==> src/rtl/alu_pkg.sv <==
// Shared definitions for the ALU arbiter: opcodes, requester-id width and
// response slot state encoding.
package alu_pkg;

    localparam logic [3:0] ALU_SUB = 4'b0001;
    localparam logic [3:0] ALU_OR  = 4'b0010;
    localparam logic [3:0] ALU_ADD = 4'b0011;
    localparam logic [3:0] ALU_LUI = 4'b0100;

    localparam int unsigned REQ_ID_W = 1;

    typedef enum logic {
        SlotEmpty = 1'b0,
        SlotFull  = 1'b1
    } slot_e;

endpackage

==> src/rtl/alu_arbiter_alu.sv <==
// Combinational ALU: ADD/SUB/OR/LUI plus zero flag. Unknown opcodes give 0.
module alu_arbiter_alu
    import alu_pkg::*;
#(
    parameter int unsigned DATA_WIDTH = 32
) (
    input  logic [3:0]            op_i,
    input  logic [DATA_WIDTH-1:0] a_i,
    input  logic [DATA_WIDTH-1:0] b_i,
    output logic [DATA_WIDTH-1:0] data_o,
    output logic                  zero_o
);

    // Opcode decode and result select.
    always_comb begin
        data_o = '0;
        unique case (op_i)
            ALU_ADD: data_o = a_i + b_i;
            ALU_SUB: data_o = a_i - b_i;
            ALU_OR:  data_o = a_i | b_i;
            ALU_LUI: data_o = {b_i[15:0], {(DATA_WIDTH - 16){1'b0}}};
            default: data_o = '0;
        endcase
        zero_o = (data_o == '0);
    end

endmodule

==> src/rtl/alu_arbiter.sv <==
// Two-requester arbiter in front of one shared ALU, with a single registered
// response slot. Define ALU_ARB_ROUND_ROBIN_EN for round-robin priority;
// otherwise requester 0 always wins ties.
module alu_arbiter
    import alu_pkg::*;
#(
    parameter int unsigned DATA_WIDTH = 32,
    parameter int unsigned N_REQ      = 2
) (
    input  logic                  clk,
    input  logic                  reset,
    input  logic                  req0_valid_i,
    input  logic [3:0]            req0_op_i,
    input  logic [DATA_WIDTH-1:0] req0_a_i,
    input  logic [DATA_WIDTH-1:0] req0_b_i,
    output logic                  req0_ready_o,
    input  logic                  req1_valid_i,
    input  logic [3:0]            req1_op_i,
    input  logic [DATA_WIDTH-1:0] req1_a_i,
    input  logic [DATA_WIDTH-1:0] req1_b_i,
    output logic                  req1_ready_o,
    output logic                  rsp_valid_o,
    output logic [REQ_ID_W-1:0]   rsp_id_o,
    output logic [DATA_WIDTH-1:0] rsp_data_o,
    output logic                  rsp_zero_o,
    input  logic                  rsp_ready_i
);

    slot_e                  slot_q, slot_d;
    logic [REQ_ID_W-1:0]    last_gnt_q, last_gnt_d;
    logic [REQ_ID_W-1:0]    rsp_id_q, rsp_id_d;
    logic [DATA_WIDTH-1:0]  rsp_data_q, rsp_data_d;
    logic                   rsp_zero_q, rsp_zero_d;

    logic                   slot_free;
    logic                   pick1;
    logic                   gnt0, gnt1, transfer;
    logic [$clog2(N_REQ)-1:0] gnt_id;
    logic [3:0]             alu_op;
    logic [DATA_WIDTH-1:0]  alu_a, alu_b, alu_data;
    logic                   alu_zero;

    // Grant decision; ready is forced low while reset is held.
    always_comb begin
        slot_free = (slot_q == SlotEmpty) || rsp_ready_i;
        pick1     = 1'b0;
`ifdef ALU_ARB_ROUND_ROBIN_EN
        if (req0_valid_i && req1_valid_i) begin
            pick1 = (last_gnt_q == 1'b0);
        end else begin
            pick1 = req1_valid_i;
        end
`else
        pick1 = !req0_valid_i && req1_valid_i;
`endif
        gnt0     = reset && slot_free && req0_valid_i && !pick1;
        gnt1     = reset && slot_free && req1_valid_i && pick1;
        transfer = gnt0 || gnt1;
        gnt_id   = gnt1;
    end

    // Operand mux into the shared ALU.
    always_comb begin
        alu_op = gnt1 ? req1_op_i : req0_op_i;
        alu_a  = gnt1 ? req1_a_i  : req0_a_i;
        alu_b  = gnt1 ? req1_b_i  : req0_b_i;
    end

    alu_arbiter_alu #(
        .DATA_WIDTH (DATA_WIDTH)
    ) u_alu (
        .op_i   (alu_op),
        .a_i    (alu_a),
        .b_i    (alu_b),
        .data_o (alu_data),
        .zero_o (alu_zero)
    );

    // Slot next state: load on transfer, empty on drain, otherwise hold.
    always_comb begin
        slot_d     = slot_q;
        last_gnt_d = last_gnt_q;
        rsp_id_d   = rsp_id_q;
        rsp_data_d = rsp_data_q;
        rsp_zero_d = rsp_zero_q;
        if (transfer) begin
            slot_d     = SlotFull;
            last_gnt_d = gnt_id;
            rsp_id_d   = gnt_id;
            rsp_data_d = alu_data;
            rsp_zero_d = alu_zero;
        end else if (slot_q == SlotFull && rsp_ready_i) begin
            slot_d = SlotEmpty;
        end
    end

    // State registers; reset drops the held response immediately.
    always_ff @(posedge clk or negedge reset) begin
        if (!reset) begin
            slot_q     <= SlotEmpty;
            last_gnt_q <= 1'b1;
            rsp_id_q   <= '0;
            rsp_data_q <= '0;
            rsp_zero_q <= 1'b0;
        end else begin
            slot_q     <= slot_d;
            last_gnt_q <= last_gnt_d;
            rsp_id_q   <= rsp_id_d;
            rsp_data_q <= rsp_data_d;
            rsp_zero_q <= rsp_zero_d;
        end
    end

    assign req0_ready_o = gnt0;
    assign req1_ready_o = gnt1;
    assign rsp_valid_o  = (slot_q == SlotFull);
    assign rsp_id_o     = rsp_id_q;
    assign rsp_data_o   = rsp_data_q;
    assign rsp_zero_o   = rsp_zero_q;

endmodule

==> config.mk <==
export PLATFORM = sky130hd
export DESIGN_NAME = alu_arbiter
export DESIGN_NICKNAME = d
export VERILOG_FILES = /design/src/rtl/alu_pkg.sv /design/src/rtl/alu_arbiter_alu.sv /design/src/rtl/alu_arbiter.sv
export SDC_FILE = /design/constraint.sdc
export NUM_CORES = 1
export LEC_CHECK = 0
export CAP_MARGIN = 25
export CORE_MARGIN = 2
export CORE_UTILIZATION = 50
export DETAILED_ROUTE_END_ITERATION = 10
export PLACE_DENSITY = 0.82
export SLEW_MARGIN = 20
export SYNTH_ARGS = -nofsm -noshare
export SYNTH_HDL_FRONTEND = slang
export SYNTH_SLANG_ARGS = --single-unit
==> constraint.sdc <==
create_clock -name clk -period 8.1 [get_ports clk]
set_clock_uncertainty 0.2 [all_clocks]
set_input_delay 1.215 -clock clk [delete_from_list [all_inputs] [get_ports clk]]
set_output_delay 1.215 -clock clk [all_outputs]
set_load 0.02 [all_outputs]
# Word-level counts from Yosys, hierarchy flattened
# Cells that the tools add are included.
# word_totals
ff_bits	35
wordCells	31
# classes
addsub	2
n_eq_ne	4
n_mux	6
bitwise_logic	2
n_reduce_logical	13
# op_table
op	n
32-bit one-hot mux with 4 select lines	1
32-bit two-way mux	2
32-bit adder	1
32-bit zero test	1
32-bit OR	1
32-bit subtractor	1
4-bit by 2-bit == test with 1-bit output, second input constant	2
1-bit logical AND	7
4-bit by 1-bit == test with 1-bit output, second input constant	1
4-bit by 3-bit == test with 1-bit output, second input constant	1
4-bit two-way mux	1
1-bit zero test	2
1-bit logical OR	2
1-bit two-way mux	2
2-bit nonzero test	1
1-bit NOT	1

# Logic depth before layout (Yosys ltp)
# logic_depth
ltp_word	9
depth_mapped	23
mapped_depth_nobuf	20

# Modules after synthesis
# Synthesis repeated with hierarchy kept, for this count alone.
# hier_totals
hier_cells	631
area_unflattened_um2	5286.3
# modules_own_cells
mod	instances	cells_per_inst	area_each_um2
alu_arbiter_alu	1	477	3095.5
alu_arbiter	1	154	2190.9

# Worst setup path after synthesis
# Ideal clock, no wire load.
# synth_timing
path_type	input-to-reg
startpoint	input port rsp_ready_i
endpoint	register rsp_zero_q (netlist: rsp_zero_o)
setup_ns	0.077
arrival_time_ns	5.684
required_ns	7.823
setup_slack_ns	2.140
stages	21
path_cell_list	nand2b_1 -> clkbuf_2 -> nand3_4 -> buf_4 -> buf_2 -> buf_1 -> buf_2 -> buf_1 -> buf_2 -> mux2i_1 -> ha_1 -> fa_1 -> nor2b_1 -> o31a_1 -> o211ai_1 -> a2111o_1 -> a21boi_0 -> nor4bb_1 -> a211oi_1 -> o2111ai_1 -> o21ai_1
# synth_via
elab_chain_len	8
elab_cells_between_ends	19
cone_classes	add/sub: 2; eq/ne: 4; mux: 4; bitwise: 1; reduce/logical: 8
# synth_lines
element	line_no	text
from (decl)	alu_arbiter.sv:26	input logic rsp_ready_i
1-bit logical OR (*)	alu_arbiter.sv:45	slot_free = (slot_q == SlotEmpty) || rsp_ready_i;
1-bit logical AND (*)	alu_arbiter.sv:56, alu_arbiter.sv:57	
1-bit logical AND (2 in series)	alu_arbiter.sv:57	gnt1 = reset && slot_free && req1_valid_i && pick1;
32-bit two-way mux (tied with other cells)	alu_arbiter.sv:65	alu_a = gnt1 ? req1_a_i : req0_a_i;
32-bit subtractor (tied with other cells)	alu_arbiter_alu.sv:19	ALU_SUB: data_o = a_i - b_i;
32-bit one-hot mux with 4 select lines	alu_arbiter_alu.sv:17	unique case (op_i)
32-bit zero test	alu_arbiter_alu.sv:24	zero_o = (data_o == '0);
to (signal assigned)	alu_arbiter.sv:110	rsp_zero_q <= rsp_zero_d;
to (decl)	alu_arbiter.sv:33	logic rsp_zero_q, rsp_zero_d;
# Every way passes the cells marked *; elsewhere a longest branch is shown, timed or not.
# A chain may end at the register's enable or synchronous reset.

# Worst setup path in the final report
# Same ends and word-level chain as after synthesis.

==> metrics.log <==
INFO  metric worst_hold_slack = 0.2744 ns
INFO  metric clock_tree.buffer_depth = 2
INFO  metric cts.root.buffer_cell = sky130_fd_sc_hd__clkbuf_16
INFO  metric slew-limit-headroom = 0.4609
INFO  metric layout_min_cycle_time = 6.966 ns
INFO  metric detail_route.first_pass.iterations = 7
INFO  metric clock_latency_of_the_later_clocked_register_in_the_worst_skew_pair = 0.28 ns
INFO  metric die_area = 0.01326 sq mm
INFO  metric final_min_period_over_clock_period = 0.8600
INFO  metric met2RoutedLength = 11470 um
INFO  metric design.final.nets = 1197
INFO  metric clkTransAtPathRegs = 0.05 ns
INFO  metric synth_compound_gate_area_share = 0.2944
INFO  metric drt_wl_total = 24620 um
INFO  metric topRoutingLayerUsed = met4
INFO  metric chipWidth = 115.1 um
INFO  metric drt_iter0_markers = 876
INFO  metric timing.final.ws_setup = 1.134 ns
INFO  metric edff_count_synth = 0
INFO  metric postRouteAntennaNets = 0
INFO  metric timing_max_transition_violations_final = 0
INFO  metric post_synth_xor_area_fraction = 0.05814
INFO  metric grt_overflow = 0
INFO  metric synthArstFlopShare = 1.000
INFO  metric final.setup.tns = 0 ns
INFO  metric grt_pass1_wl = 37850 um
INFO  metric ys_ff_latch = 35
INFO  metric synth_ff_type = sky130_fd_sc_hd__dfrtp_1
INFO  metric cts_tree = done
INFO  metric worst_ep_arrival_time = 6.97 ns
INFO  metric post_synth_and_or_nand_nor_area_fraction = 0.3041
INFO  metric wirelength_met1 = 9350 um
INFO  metric run_status = finished, final reports clean
INFO  metric place.port_buffers = 177
INFO  metric min-delay-path-class = flip-flop to flip-flop
INFO  metric grt_pass1_vias = 7255
INFO  metric worst_setup_path_end_kind = flip-flop
INFO  metric leak_pwr = 3.379 nW
INFO  metric synth_top_family_by_area = simple AND/OR/NAND/NOR gates
INFO  metric finalSetupViolCount = 0
INFO  metric worst_ep_required_time = 8.11 ns
INFO  metric diode_count = 0
INFO  metric drt_drc_violations_left = 0
INFO  metric grt_max_degree = 56
INFO  metric pre_cts_slack = 1.109 ns
INFO  metric wl_per_cell = 21.03 um
INFO  metric netlist_area = 0.006176 sq mm
INFO  metric drv.max_cap_violation_count = 0
INFO  metric synth-adder-area-share = 0.06807
INFO  metric coreArea = 0.01201 sq mm
INFO  metric rsz0062_at_grt = false
INFO  metric placedInstanceArea = 0.008011 sq mm
INFO  metric routed_via_density = 6.582
INFO  metric detailed_place_hpwl = 19790 um
INFO  metric synth.area.mux_share = 0.08853
INFO  metric total_via_count_after_detailed_routing = 7707
INFO  metric hold_buffers = 0
INFO  metric synthCells = 877
INFO  metric finish.instance_area = 0.008189 sq mm
INFO  metric drive_gt1_frac = 0.05176
INFO  metric htreeDepth = 2
INFO  metric die_height = 115.1 um
INFO  metric antenna_found_initial = 0
INFO  metric top_cell_type_by_total_area_after_synthesis = sky130_fd_sc_hd__dfrtp_1
INFO  metric synthesis.area_per_instance = 7.042 sq um
INFO  metric number_of_sinks_handled_by_clock_tree_synthesis = 35
INFO  metric synth.yosys.warnings = 0
INFO  metric pin_count = 178
INFO  metric slew_at_the_pin_with_the_worst_max_slew_slack = 0.7861 ns
INFO  metric achievable-frequency = 143.6 MHz
INFO  metric synth-seq-area-share = 0.1418
INFO  metric cp_max_fo = 55
INFO  metric global_route.usage.total = 0.3653
INFO  metric cts_made_buffers = 5
INFO  metric starting_density = 0.5142
INFO  metric startpoint_type = input port
INFO  metric power_density = 130.0 mW/mm^2
INFO  metric synth_cell_type_count = 78
INFO  metric met3WireLength = 2072 um
INFO  metric gp_congestion = 1.024
INFO  metric path_class = input port to flip-flop
INFO  metric std_cell_rows = 40
INFO  metric final_hold_viol_count = 0
INFO  metric post_synth_main_area_contributors = sky130_fd_sc_hd__dfrtp_1, sky130_fd_sc_hd__nand2_1, sky130_fd_sc_hd__ha_1
INFO  metric area.growth.synth_to_final = 32.60%
INFO  metric ir_drop = 0.0001351 V
INFO  metric postCtsResizedCells = 0
INFO  metric synthesis.nets = 1051
INFO  metric post-synth-top-area-fraction = 0.1418
INFO  metric postCtsSetupBuffers = 0
==> Yosys cell counts, types with 7 or more instances <==
library cell and count:
sky130_fd_sc_hd__o32ai_1 7, sky130_fd_sc_hd__mux2i_1 40, sky130_fd_sc_hd__nor3_1 42, sky130_fd_sc_hd__dfrtp_1 35, sky130_fd_sc_hd__a21o_1 9, sky130_fd_sc_hd__mux2_2 13, sky130_fd_sc_hd__a31oi_1 14, sky130_fd_sc_hd__nor4_1 12
sky130_fd_sc_hd__buf_2 8, sky130_fd_sc_hd__o211ai_1 23, sky130_fd_sc_hd__clkbuf_1 29, sky130_fd_sc_hd__xor2_1 22, sky130_fd_sc_hd__a211oi_1 10, sky130_fd_sc_hd__o21ai_0 74, sky130_fd_sc_hd__nand4_1 14, sky130_fd_sc_hd__a21oi_1 47
sky130_fd_sc_hd__o21a_1 18, sky130_fd_sc_hd__and3_1 7, sky130_fd_sc_hd__xnor2_1 19, sky130_fd_sc_hd__nand2_1 157, sky130_fd_sc_hd__nand2b_1 10, sky130_fd_sc_hd__nor2_1 50, sky130_fd_sc_hd__or3_1 14, sky130_fd_sc_hd__nand3_1 24
sky130_fd_sc_hd__or4_1 7, sky130_fd_sc_hd__nor4b_1 7, sky130_fd_sc_hd__o31ai_1 9, sky130_fd_sc_hd__ha_1 32, sky130_fd_sc_hd__inv_1 11
==> report_power, final <==
group / internal, mW / total, mW / switching [mW]
Sequential: 0.200 / 0.214 / 0.0136
Combinational: 0.268 / 0.623 / 0.355
Clock: 0.154 / 0.227 / 0.0725
Total: 0.623 / 1.06 / 0.441
==> layer usage <==
metal,up-vias,global-route usage
met4,0,0.2241
met3,110,0.05535
met1,3539,0.4353
li1,3609,-
met5,-,0
met2,449,0.6188
==> worst max-delay path: stages <==
cell and delay [ns]:
sky130_fd_sc_hd__clkdlybuf4s50_1 0.42, sky130_fd_sc_hd__nand2b_1 0.31, sky130_fd_sc_hd__nand3_4 0.26, sky130_fd_sc_hd__buf_4 0.57, sky130_fd_sc_hd__o31a_1 0.62, sky130_fd_sc_hd__o21ai_0 0.24
sky130_fd_sc_hd__xor2_1 0.19, sky130_fd_sc_hd__nor2_1 0.09, sky130_fd_sc_hd__a21oi_1 0.07, sky130_fd_sc_hd__ha_1 0.44, sky130_fd_sc_hd__nor2b_1 0.22, sky130_fd_sc_hd__o31a_1 0.36
sky130_fd_sc_hd__o211ai_1 0.23, sky130_fd_sc_hd__a2111o_1 0.53, sky130_fd_sc_hd__a21boi_0 0.32, sky130_fd_sc_hd__nor4bb_1 0.10, sky130_fd_sc_hd__a211oi_1 0.44, sky130_fd_sc_hd__o2111ai_1 0.19
sky130_fd_sc_hd__o21ai_1 0.15
==> flip-flops by register name (all words and copies together), names as in the netlist <==
| register | cells |
|---|---|
| rsp_data_o | 32 |
| rsp_id_o | 1 |
| rsp_valid_o | 1 |
| rsp_zero_o | 1 |
==> through the flow <==
stage          utilization  instances  total power [mW]
6_report            0.6818       1171             1.064
5_1_grt             0.6818       1171             1.129
4_1_cts             0.6818       1171             1.058
3_5_place_dp        0.6670       1163            0.8260
3_3_place_gp        0.6670       1163            0.8239
2_1_floorplan            -        877            0.5833
==> cells in the final DEF (no fill, tap or decap), types with 18 or more instances in the layout <==
| cell | count |
|---|---|
| sky130_fd_sc_hd__a21oi_1 | 47 |
| sky130_fd_sc_hd__clkdlybuf4s50_1 | 176 |
| sky130_fd_sc_hd__dfrtp_1 | 35 |
| sky130_fd_sc_hd__ha_1 | 32 |
| sky130_fd_sc_hd__mux2i_1 | 40 |
| sky130_fd_sc_hd__nand2_1 | 157 |
| sky130_fd_sc_hd__nand3_1 | 24 |
| sky130_fd_sc_hd__nor2_1 | 49 |
| sky130_fd_sc_hd__nor3_1 | 42 |
| sky130_fd_sc_hd__o211ai_1 | 23 |
| sky130_fd_sc_hd__o21a_1 | 18 |
| sky130_fd_sc_hd__o21ai_0 | 74 |
| sky130_fd_sc_hd__xnor2_1 | 19 |
| sky130_fd_sc_hd__xor2_1 | 22 |
==> cell type report <==
type | count | area (sq um)
clock inverter | 2 | 38.79
fill | 1084 | 3822
inverter | 12 | 45.04
multi-input combinational | 779 | 5042
tap | 147 | 183.9
timing repair buffer | 190 | 1864
sequential | 35 | 875.8
clock buffer | 6 | 138.9
==> logic make-up (layout without fill, tap and decap cells) <==
kind of cell / Yosys count / in the layout
flip-flops: 35 / 35
XOR/XNOR: 41 / 41
AO/OA/AOI/OAI: 270 / 270
buffers and inverters: 63 / 210
multiplexers: 53 / 53
AND/OR/NAND/NOR: 382 / 382
adder cells (fa/ha/maj): 33 / 33
==> path summary, 6_finish.rpt <==
check / from / end / slack, ns / cells after the start
worst min register to register: rsp_data_o[16] / rsp_data_o[16] / 0.27 / 2
min in group asynchronous: reset / rsp_id_o / 0.88 / 2
worst min-delay path: rsp_data_o[16] / rsp_data_o[16] / 0.27 / 2
max in group asynchronous: reset / rsp_data_o[19] / 6.47 / 2
worst max register to register: rsp_valid_o / rsp_zero_o / 2.20 / 18
worst max-delay path: rsp_ready_i / rsp_zero_o / 1.13 / 19
Note: power is estimated with default switching activity, not from simulation.
